===== src/rtl/multicycle_main_control_pkg.sv =====
// rtl/multicycle_main_control_pkg.sv - opcodes, ALUOp codes, mux selects and state encodings
package multicycle_main_control_pkg;

    localparam logic [5:0] OP_RTYPE = 6'b000000;
    localparam logic [5:0] OP_LW    = 6'b100011;
    localparam logic [5:0] OP_SW    = 6'b101011;
    localparam logic [5:0] OP_BEQ   = 6'b000100;
    localparam logic [5:0] OP_J     = 6'b000010;
    localparam logic [5:0] OP_ADDI  = 6'b001000;

    // Shared with the downstream ALU-control decoder.
    localparam logic [1:0] ALUOP_ADD   = 2'b00;
    localparam logic [1:0] ALUOP_SUB   = 2'b01;
    localparam logic [1:0] ALUOP_FUNCT = 2'b10;

    localparam logic [1:0] SRCB_REG     = 2'b00;
    localparam logic [1:0] SRCB_FOUR    = 2'b01;
    localparam logic [1:0] SRCB_IMM     = 2'b10;
    localparam logic [1:0] SRCB_IMM_SH2 = 2'b11;

    localparam logic [1:0] PCSRC_ALU    = 2'b00;
    localparam logic [1:0] PCSRC_ALUOUT = 2'b01;
    localparam logic [1:0] PCSRC_JUMP   = 2'b10;

    typedef enum logic [3:0] {
        S_FETCH  = 4'd0,
        S_DECODE = 4'd1,
        S_MEMADR = 4'd2,
        S_MEMRD  = 4'd3,
        S_MEMWB  = 4'd4,
        S_MEMWR  = 4'd5,
        S_RTEX   = 4'd6,
        S_RTWB   = 4'd7,
        S_BEQEX  = 4'd8,
        S_JEX    = 4'd9,
        S_ADDIEX = 4'd10,
        S_ADDIWB = 4'd11,
        S_TRAP   = 4'd15
    } state_t;

endpackage


===== src/rtl/multicycle_main_control_if.sv =====
// rtl/multicycle_main_control_if.sv - control <-> datapath/memory signal bundle
interface multicycle_main_control_if #(parameter int OPW = 6);
    logic [OPW-1:0] opcode;
    logic           zero;
    logic           mem_ready;
    logic [1:0]     alu_op;
    logic           alu_src_a;
    logic [1:0]     alu_src_b;
    logic [1:0]     pc_src;
    logic           pc_en;
    logic           ior_d;
    logic           mem_rd;
    logic           mem_wr;
    logic           ir_write;
    logic           reg_write;
    logic           reg_dst;
    logic           mem_to_reg;
    logic           illegal;
    logic [3:0]     state_dbg;

    modport master (
        input  opcode, zero, mem_ready,
        output alu_op, alu_src_a, alu_src_b, pc_src, pc_en, ior_d, mem_rd, mem_wr,
               ir_write, reg_write, reg_dst, mem_to_reg, illegal, state_dbg
    );

    modport slave (
        output opcode, zero, mem_ready,
        input  alu_op, alu_src_a, alu_src_b, pc_src, pc_en, ior_d, mem_rd, mem_wr,
               ir_write, reg_write, reg_dst, mem_to_reg, illegal, state_dbg
    );
endinterface


===== src/rtl/mc_opcode_decode.sv =====
// rtl/mc_opcode_decode.sv - opcode to post-DECODE state lookup; MC_ADDI_EN enables addi
module mc_opcode_decode
    import multicycle_main_control_pkg::*;
#(
    parameter int OPW = 6
) (
    input  logic [OPW-1:0] opcode,
    output state_t         next_state,
    output logic           illegal
);
    always_comb begin
        next_state = S_TRAP;
        illegal    = 1'b1;
        case (opcode)
            OPW'(OP_RTYPE): begin next_state = S_RTEX;   illegal = 1'b0; end
            OPW'(OP_LW),
            OPW'(OP_SW):    begin next_state = S_MEMADR; illegal = 1'b0; end
            OPW'(OP_BEQ):   begin next_state = S_BEQEX;  illegal = 1'b0; end
            OPW'(OP_J):     begin next_state = S_JEX;    illegal = 1'b0; end
`ifdef MC_ADDI_EN
            OPW'(OP_ADDI):  begin next_state = S_ADDIEX; illegal = 1'b0; end
`endif
            default: ;
        endcase
    end
endmodule


===== src/rtl/multicycle_main_control.sv =====
// rtl/multicycle_main_control.sv - multicycle MIPS main-control FSM; MC_ADDI_EN adds addi states
module multicycle_main_control
    import multicycle_main_control_pkg::*;
#(
    parameter int OPW          = 6,
    parameter bit ILLEGAL_HOLD = 1'b1
) (
    input logic                        clk,
    input logic                        reset,
    multicycle_main_control_if.master  bus
);
    state_t         state, next_state, dec_state;
    logic           dec_illegal;
    logic [OPW-1:0] op_q;
    logic           mem_go;

    // Memory handshake is ignored while reset is held so no PC/IR write can leak out.
    assign mem_go = bus.mem_ready & ~reset;

    mc_opcode_decode #(.OPW(OPW)) u_decode (
        .opcode     (bus.opcode),
        .next_state (dec_state),
        .illegal    (dec_illegal)
    );

    always_ff @(posedge clk or posedge reset) begin
        if (reset) begin
            state <= S_FETCH;
            op_q  <= '0;
        end else begin
            state <= next_state;
            if (state == S_DECODE) op_q <= bus.opcode;
        end
    end

    always_comb begin
        next_state = S_FETCH;
        case (state)
            S_FETCH:  next_state = mem_go ? S_DECODE : S_FETCH;
            S_DECODE: next_state = dec_illegal ? S_TRAP : dec_state;
            S_MEMADR: next_state = (op_q == OPW'(OP_SW)) ? S_MEMWR : S_MEMRD;
            S_MEMRD:  next_state = mem_go ? S_MEMWB : S_MEMRD;
            S_MEMWR:  next_state = mem_go ? S_FETCH : S_MEMWR;
            S_RTEX:   next_state = S_RTWB;
`ifdef MC_ADDI_EN
            S_ADDIEX: next_state = S_ADDIWB;
`endif
            S_TRAP:   next_state = ILLEGAL_HOLD ? S_TRAP : S_FETCH;
            default:  next_state = S_FETCH;
        endcase
    end

    always_comb begin
        bus.alu_op     = ALUOP_ADD;
        bus.alu_src_a  = 1'b0;
        bus.alu_src_b  = SRCB_REG;
        bus.pc_src     = PCSRC_ALU;
        bus.pc_en      = 1'b0;
        bus.ior_d      = 1'b0;
        bus.mem_rd     = 1'b0;
        bus.mem_wr     = 1'b0;
        bus.ir_write   = 1'b0;
        bus.reg_write  = 1'b0;
        bus.reg_dst    = 1'b0;
        bus.mem_to_reg = 1'b0;
        bus.illegal    = 1'b0;
        bus.state_dbg  = state;
        case (state)
            S_FETCH: begin
                bus.mem_rd    = 1'b1;
                bus.alu_src_b = SRCB_FOUR;
                bus.pc_en     = mem_go;
                bus.ir_write  = mem_go;
            end
            S_DECODE: bus.alu_src_b = SRCB_IMM_SH2;
            S_MEMADR: begin
                bus.alu_src_a = 1'b1;
                bus.alu_src_b = SRCB_IMM;
            end
            S_MEMRD: begin
                bus.mem_rd = 1'b1;
                bus.ior_d  = 1'b1;
            end
            S_MEMWB: begin
                bus.reg_write  = 1'b1;
                bus.mem_to_reg = 1'b1;
            end
            S_MEMWR: begin
                bus.mem_wr = 1'b1;
                bus.ior_d  = 1'b1;
            end
            S_RTEX: begin
                bus.alu_src_a = 1'b1;
                bus.alu_op    = ALUOP_FUNCT;
            end
            S_RTWB: begin
                bus.reg_write = 1'b1;
                bus.reg_dst   = 1'b1;
            end
            S_BEQEX: begin
                bus.alu_src_a = 1'b1;
                bus.alu_op    = ALUOP_SUB;
                bus.pc_src    = PCSRC_ALUOUT;
                bus.pc_en     = bus.zero;
            end
            S_JEX: begin
                bus.pc_src = PCSRC_JUMP;
                bus.pc_en  = 1'b1;
            end
`ifdef MC_ADDI_EN
            S_ADDIEX: begin
                bus.alu_src_a = 1'b1;
                bus.alu_src_b = SRCB_IMM;
            end
            S_ADDIWB: bus.reg_write = 1'b1;
`endif
            S_TRAP:   bus.illegal = 1'b1;
            default: ;
        endcase
    end
endmodule


===== src/flat_wrapper.sv =====
// flat-port wrapper written by rule: the top's interface ports become plain ports
module multicycle_main_control_flat import multicycle_main_control_pkg::*;
#(
    parameter int OPW          = 6,
    parameter bit ILLEGAL_HOLD = 1'b1
)
  (clk, reset, bus_opcode, bus_zero, bus_mem_ready, bus_alu_op, bus_alu_src_a, bus_alu_src_b, bus_pc_src, bus_pc_en, bus_ior_d, bus_mem_rd, bus_mem_wr, bus_ir_write, bus_reg_write, bus_reg_dst, bus_mem_to_reg, bus_illegal, bus_state_dbg);
  multicycle_main_control_if #(.OPW(OPW)) bus_i ();
  input logic clk;
  input logic reset;
  input wire logic [$bits(bus_i.opcode)-1:0] bus_opcode;
  input wire logic [$bits(bus_i.zero)-1:0] bus_zero;
  input wire logic [$bits(bus_i.mem_ready)-1:0] bus_mem_ready;
  output wire logic [$bits(bus_i.alu_op)-1:0] bus_alu_op;
  output wire logic [$bits(bus_i.alu_src_a)-1:0] bus_alu_src_a;
  output wire logic [$bits(bus_i.alu_src_b)-1:0] bus_alu_src_b;
  output wire logic [$bits(bus_i.pc_src)-1:0] bus_pc_src;
  output wire logic [$bits(bus_i.pc_en)-1:0] bus_pc_en;
  output wire logic [$bits(bus_i.ior_d)-1:0] bus_ior_d;
  output wire logic [$bits(bus_i.mem_rd)-1:0] bus_mem_rd;
  output wire logic [$bits(bus_i.mem_wr)-1:0] bus_mem_wr;
  output wire logic [$bits(bus_i.ir_write)-1:0] bus_ir_write;
  output wire logic [$bits(bus_i.reg_write)-1:0] bus_reg_write;
  output wire logic [$bits(bus_i.reg_dst)-1:0] bus_reg_dst;
  output wire logic [$bits(bus_i.mem_to_reg)-1:0] bus_mem_to_reg;
  output wire logic [$bits(bus_i.illegal)-1:0] bus_illegal;
  output wire logic [$bits(bus_i.state_dbg)-1:0] bus_state_dbg;
  assign bus_i.opcode = bus_opcode;
  assign bus_i.zero = bus_zero;
  assign bus_i.mem_ready = bus_mem_ready;
  assign bus_alu_op = bus_i.alu_op;
  assign bus_alu_src_a = bus_i.alu_src_a;
  assign bus_alu_src_b = bus_i.alu_src_b;
  assign bus_pc_src = bus_i.pc_src;
  assign bus_pc_en = bus_i.pc_en;
  assign bus_ior_d = bus_i.ior_d;
  assign bus_mem_rd = bus_i.mem_rd;
  assign bus_mem_wr = bus_i.mem_wr;
  assign bus_ir_write = bus_i.ir_write;
  assign bus_reg_write = bus_i.reg_write;
  assign bus_reg_dst = bus_i.reg_dst;
  assign bus_mem_to_reg = bus_i.mem_to_reg;
  assign bus_illegal = bus_i.illegal;
  assign bus_state_dbg = bus_i.state_dbg;
  multicycle_main_control #(.OPW(OPW), .ILLEGAL_HOLD(ILLEGAL_HOLD)) u_core (.clk(clk), .reset(reset), .bus(bus_i));
endmodule

===== config.mk =====
export PLATFORM = sky130hd
export DESIGN_NAME = multicycle_main_control_flat
export DESIGN_NICKNAME = d
export VERILOG_FILES = /design/src/rtl/multicycle_main_control_pkg.sv /design/src/rtl/multicycle_main_control_if.sv /design/src/rtl/mc_opcode_decode.sv /design/src/rtl/multicycle_main_control.sv /design/src/flat_wrapper.sv
export SDC_FILE = /design/constraint.sdc
export NUM_CORES = 1
export LEC_CHECK = 0
export CORE_AREA = 2 2 49 51
export CTS_BUF_LIST = sky130_fd_sc_hd__clkbuf_8 sky130_fd_sc_hd__clkbuf_16
export DETAILED_ROUTE_END_ITERATION = 10
export DIE_AREA = 0 0 51 53
export PLACE_DENSITY = 0.73
export SLEW_MARGIN = 15
export SYNTH_ARGS = -nofsm -noshare
export SYNTH_HDL_FRONTEND = slang
export SYNTH_HIERARCHICAL = 1
export SYNTH_SLANG_ARGS = --single-unit

===== constraint.sdc =====
create_clock -name clk -period 1.53 [get_ports clk]
set_input_delay 0.3825 -clock clk [delete_from_list [all_inputs] [get_ports clk]]
set_output_delay 0.3825 -clock clk [all_outputs]
set_load 0.02 [all_outputs]

==> results <==
==> report_power, final <==
part           switching [mW]  internal (mW)  leakage, nW
logic                    1.48           1.66        0.684
registers               0.132          0.408        0.116
clock network           0.121          0.228       0.0288
==> critical path, delay by kind of cell (launching register included) <==
| family | cells | cell delay, ns |
|---|---|---|
| simple gates | 2 | 0.48 |
| buf+inv | 2 | 0.26 |
| flops | 1 | 0.44 |
==> how the worst max path moves through the flow <==
stage                                      start                                 to  depth (start not counted)
6_report       u_core/bus.state_dbg[0]$_DFF_PP0_                   bus_alu_src_b[1]                          4
5_1_grt        u_core/bus.state_dbg[0]$_DFF_PP0_                   bus_alu_src_b[1]                          4
4_1_cts        u_core/bus.state_dbg[0]$_DFF_PP0_                   bus_alu_src_b[1]                          4
3_5_place_dp                               reset                          bus_pc_en                          5
3_3_place_gp                               reset                          bus_pc_en                          5
2_1_floorplan                      bus_opcode[0]  u_core/bus.state_dbg[0]$_DFF_PP0_                          6
==> cells in the mapped netlist, drive strengths merged, types with 2 or more instances <==
| library cell | instances |
|---|---|
| or3 | 6 |
| nand2 | 4 |
| a21boi | 3 |
| nor2b | 5 |
| xnor2 | 2 |
| or2 | 2 |
| dfrtp | 10 |
| nor4b | 2 |
| o21ai | 6 |
| inv | 4 |
| clkbuf | 2 |
| nor3 | 6 |
| nor2 | 8 |
| nand2b | 6 |
| nand3 | 2 |
| mux2 | 6 |
| a31oi | 2 |
| a21oi | 2 |
| buf | 3 |
| nor4 | 2 |
==> registers in the layout, indices dropped and copies added (netlist names) <==
signal / count
u_core/op_q: 6
u_core/bus.state_dbg: 4
==> repair_timing <==
action | in CTS | in global routing
endpoints found under the hold margin | 0 | 0
setup buffers | 8 | 7
resized for setup | 143 | 35
endpoints found under the setup margin | 30 | 28
hold buffers | 0 | 0
pin swaps | 13 | 10
==> metal layers <==
| metal | up-vias | share of wire, % | track usage (%) |
|---|---|---|---|
| met1 | 562 | 40 | 29.7 |
| li1 | 507 | - | - |
| met4 | 0 | 2.1 | 12.2 |
| met5 | - | 0 | 0 |
| met3 | 9 | 4.7 | 3.95 |
| met2 | 39 | 53 | 46.1 |
==> final cells by class <==
cell class                      instances  share of cell area (%)
Tap cell                               28                    1.85
Multi-Input combinational cell         77                    44.1
Timing Repair Buffer                   76                    36.7
Inverter                                4                   0.927
Sequential cell                        10                    13.5
Clock buffer                            4                    2.91
==> logic make-up (layout without fill, tap and decap cells) <==
family | after synthesis | in the layout | share of synthesized area, %
buf+inv | 9 | 84 | 4.88
mux | 6 | 6 | 8.23
compound gates | 20 | 20 | 16.8
simple gates | 49 | 49 | 37.5
xor+xnor | 2 | 2 | 2.13
flops | 10 | 10 | 30.5
==> through the flow <==
stage                     hold slack, ns  instance area (sq um)  utilization (%)  setup WS [ns]
after global placement             0.482                   1520             70.6         -0.737
after floorplan                    0.222                    976                -         -0.100
after CTS                          0.370                   1710             79.4         -0.251
after detailed placement           0.496                   1520             70.6         -0.764
final                              0.371                   1890             88.0         -0.289
after global routing               0.365                   1890             88.0         -0.329
==> cells in the final DEF, fill, tap and decap left out, types with 3 or more instances in the layout <==
master         instances
clkbuf_8               4
dfrtp_2                4
dfrtp_1                6
nor2_2                 3
buf_6                 20
dlygate4sd2_1          4
buf_4                 41
nor3_4                 6
nand2_1                3
or3_1                  5
nor2b_4                3
buf_2                  3
nor2_4                 3
nand2b_4               5
mux2_4                 6
o21ai_2                4
==> qor.yml <==
outcome:
  status: "complete, but fails checks"
  violations: "negative setup slack"
cells_and_area:
  layoutNonFillerInstCount: 199
  nFillCells: 93
  drive_above_1_share_pct: 73.1
  seq_area_sq_um: 255
  multi_input_area_sq_um: 835
  final_nets: 182
  area_growth_pct: 130
  n_antenna_cell: 0
critical_path:
  critPathSlowestCell: "dfrtp_2"
  critPathMaxStageDelay_ns: 0.44
  arrival_ns: 1.44
  reg2reg_to: "u_core/op_q[1]$_DFFE_PP0N_"
  crit_chain: "buf_6 -> nor4b_4 -> or2_4 -> buf_6"
  crit_path_start_kind: "flop"
  critPathKind: "reg -> out"
  worstPathRequired_ns: 1.15
  path_common_cell: "buf_6"
  path_max_fanout: 5
  rrSetupSlack_ns: -0.06
  reg2regPathDepth: 5
  r2r-start: "u_core/bus.state_dbg[2]$_DFF_PP0_"
  cp-end-kind: "output pin"
detailed_routing:
  routed_wl_microns: 3710
  routedWlPerCell_microns: 18.6
  dr.pass1.iters: 4
  post_drt_via_cell_ratio: 5.61
  drc: 0
  drtAntennaViolNets: 0
  dr_total_vias: 1117
  drt_iter0_markers: 28
placement:
  io_buffers: 29
  place_inst: 180
  gp_congestion: 0.777
  hpwl_microns: 2120
synth:
  synth_ff_type: "dfrtp_1"
  syn_area_sq_um: 821
  syn_area_per_cell_sq_um: 8.55
  synth_edf_count: 0
  syn-num-nets: 106
  yosysSeqAreaShare_pct: 30.5
  synth_top_area_cell: "dfrtp_1"
  syn_inst: 96
  ys_ff_latch: 10
  yosysTopAreaCellShare_pct: 30.5
  synth_area_leaders: "dfrtp_1 30%, mux2_2 8.2%, nand2b_1 4.6%, nor2b_1 3.8%, or3_1 3.8%"
  ys_types: 37
  async_flop_share_pct: 100
  ys.warnings.count: 6
clocking:
  cts_tree: "built"
  clk_path_buf_depth: 2
  cts_buffers: 3
  cts-root-buf: "clkbuf_8"
  clkSlewWorstSetupHoldPaths_ns: 0.05
  cts.sinks: 10
  clk_latency_ns: 0.25
  htreeDepth: 1
grt:
  grt_pass1_vias: 1059
  grt_antenna_before_repair: 0
  grt_overflow_total: 0
  grt_pass1_wl_microns: 5020
  grt_max_degree: 11
  groute.usage.overall_pct: 25.7
power_and_ir_drop:
  power_leakage_nw: 0.829
  total_power_mw: 4.03
  powerDensity_nw_per_um2: 2130
  max-vdd-ir-drop_v: 0.00186
timing:
  tightest_slew_ns: 0.412
  period_needed_ns: 1.82
  relSlewSlack_pct: 72.5
  rsz0062_at_grt: "true"
  fmax_mhz: 550
  finalSetupViolations: 24
  fin_worst_skew_ns: 0.00200
  fin_crit_sh_pct: 119
  hold_viol: 0
  setup_slack_ns: -0.289
  tns_ns: -3.16
  drv_slew: 0
floorplan:
  core-area_sq_um: 2150
  start_util_pct: 38.2
  rows: 17
  pin_count: 30
  die_h_microns: 53
  die_area_sq_um: 2700
  fp.dieW_microns: 51
run:
  drv_cap: 0
min_path:
  hold_end: "u_core/op_q[5]$_DFFE_PP0N_"
  hold_class: "in -> reg"
  holdCritStartpoint: "bus_opcode[5]"
  min_path_cells: 2
No activity file was read; power rests on OpenSTA's default activity.
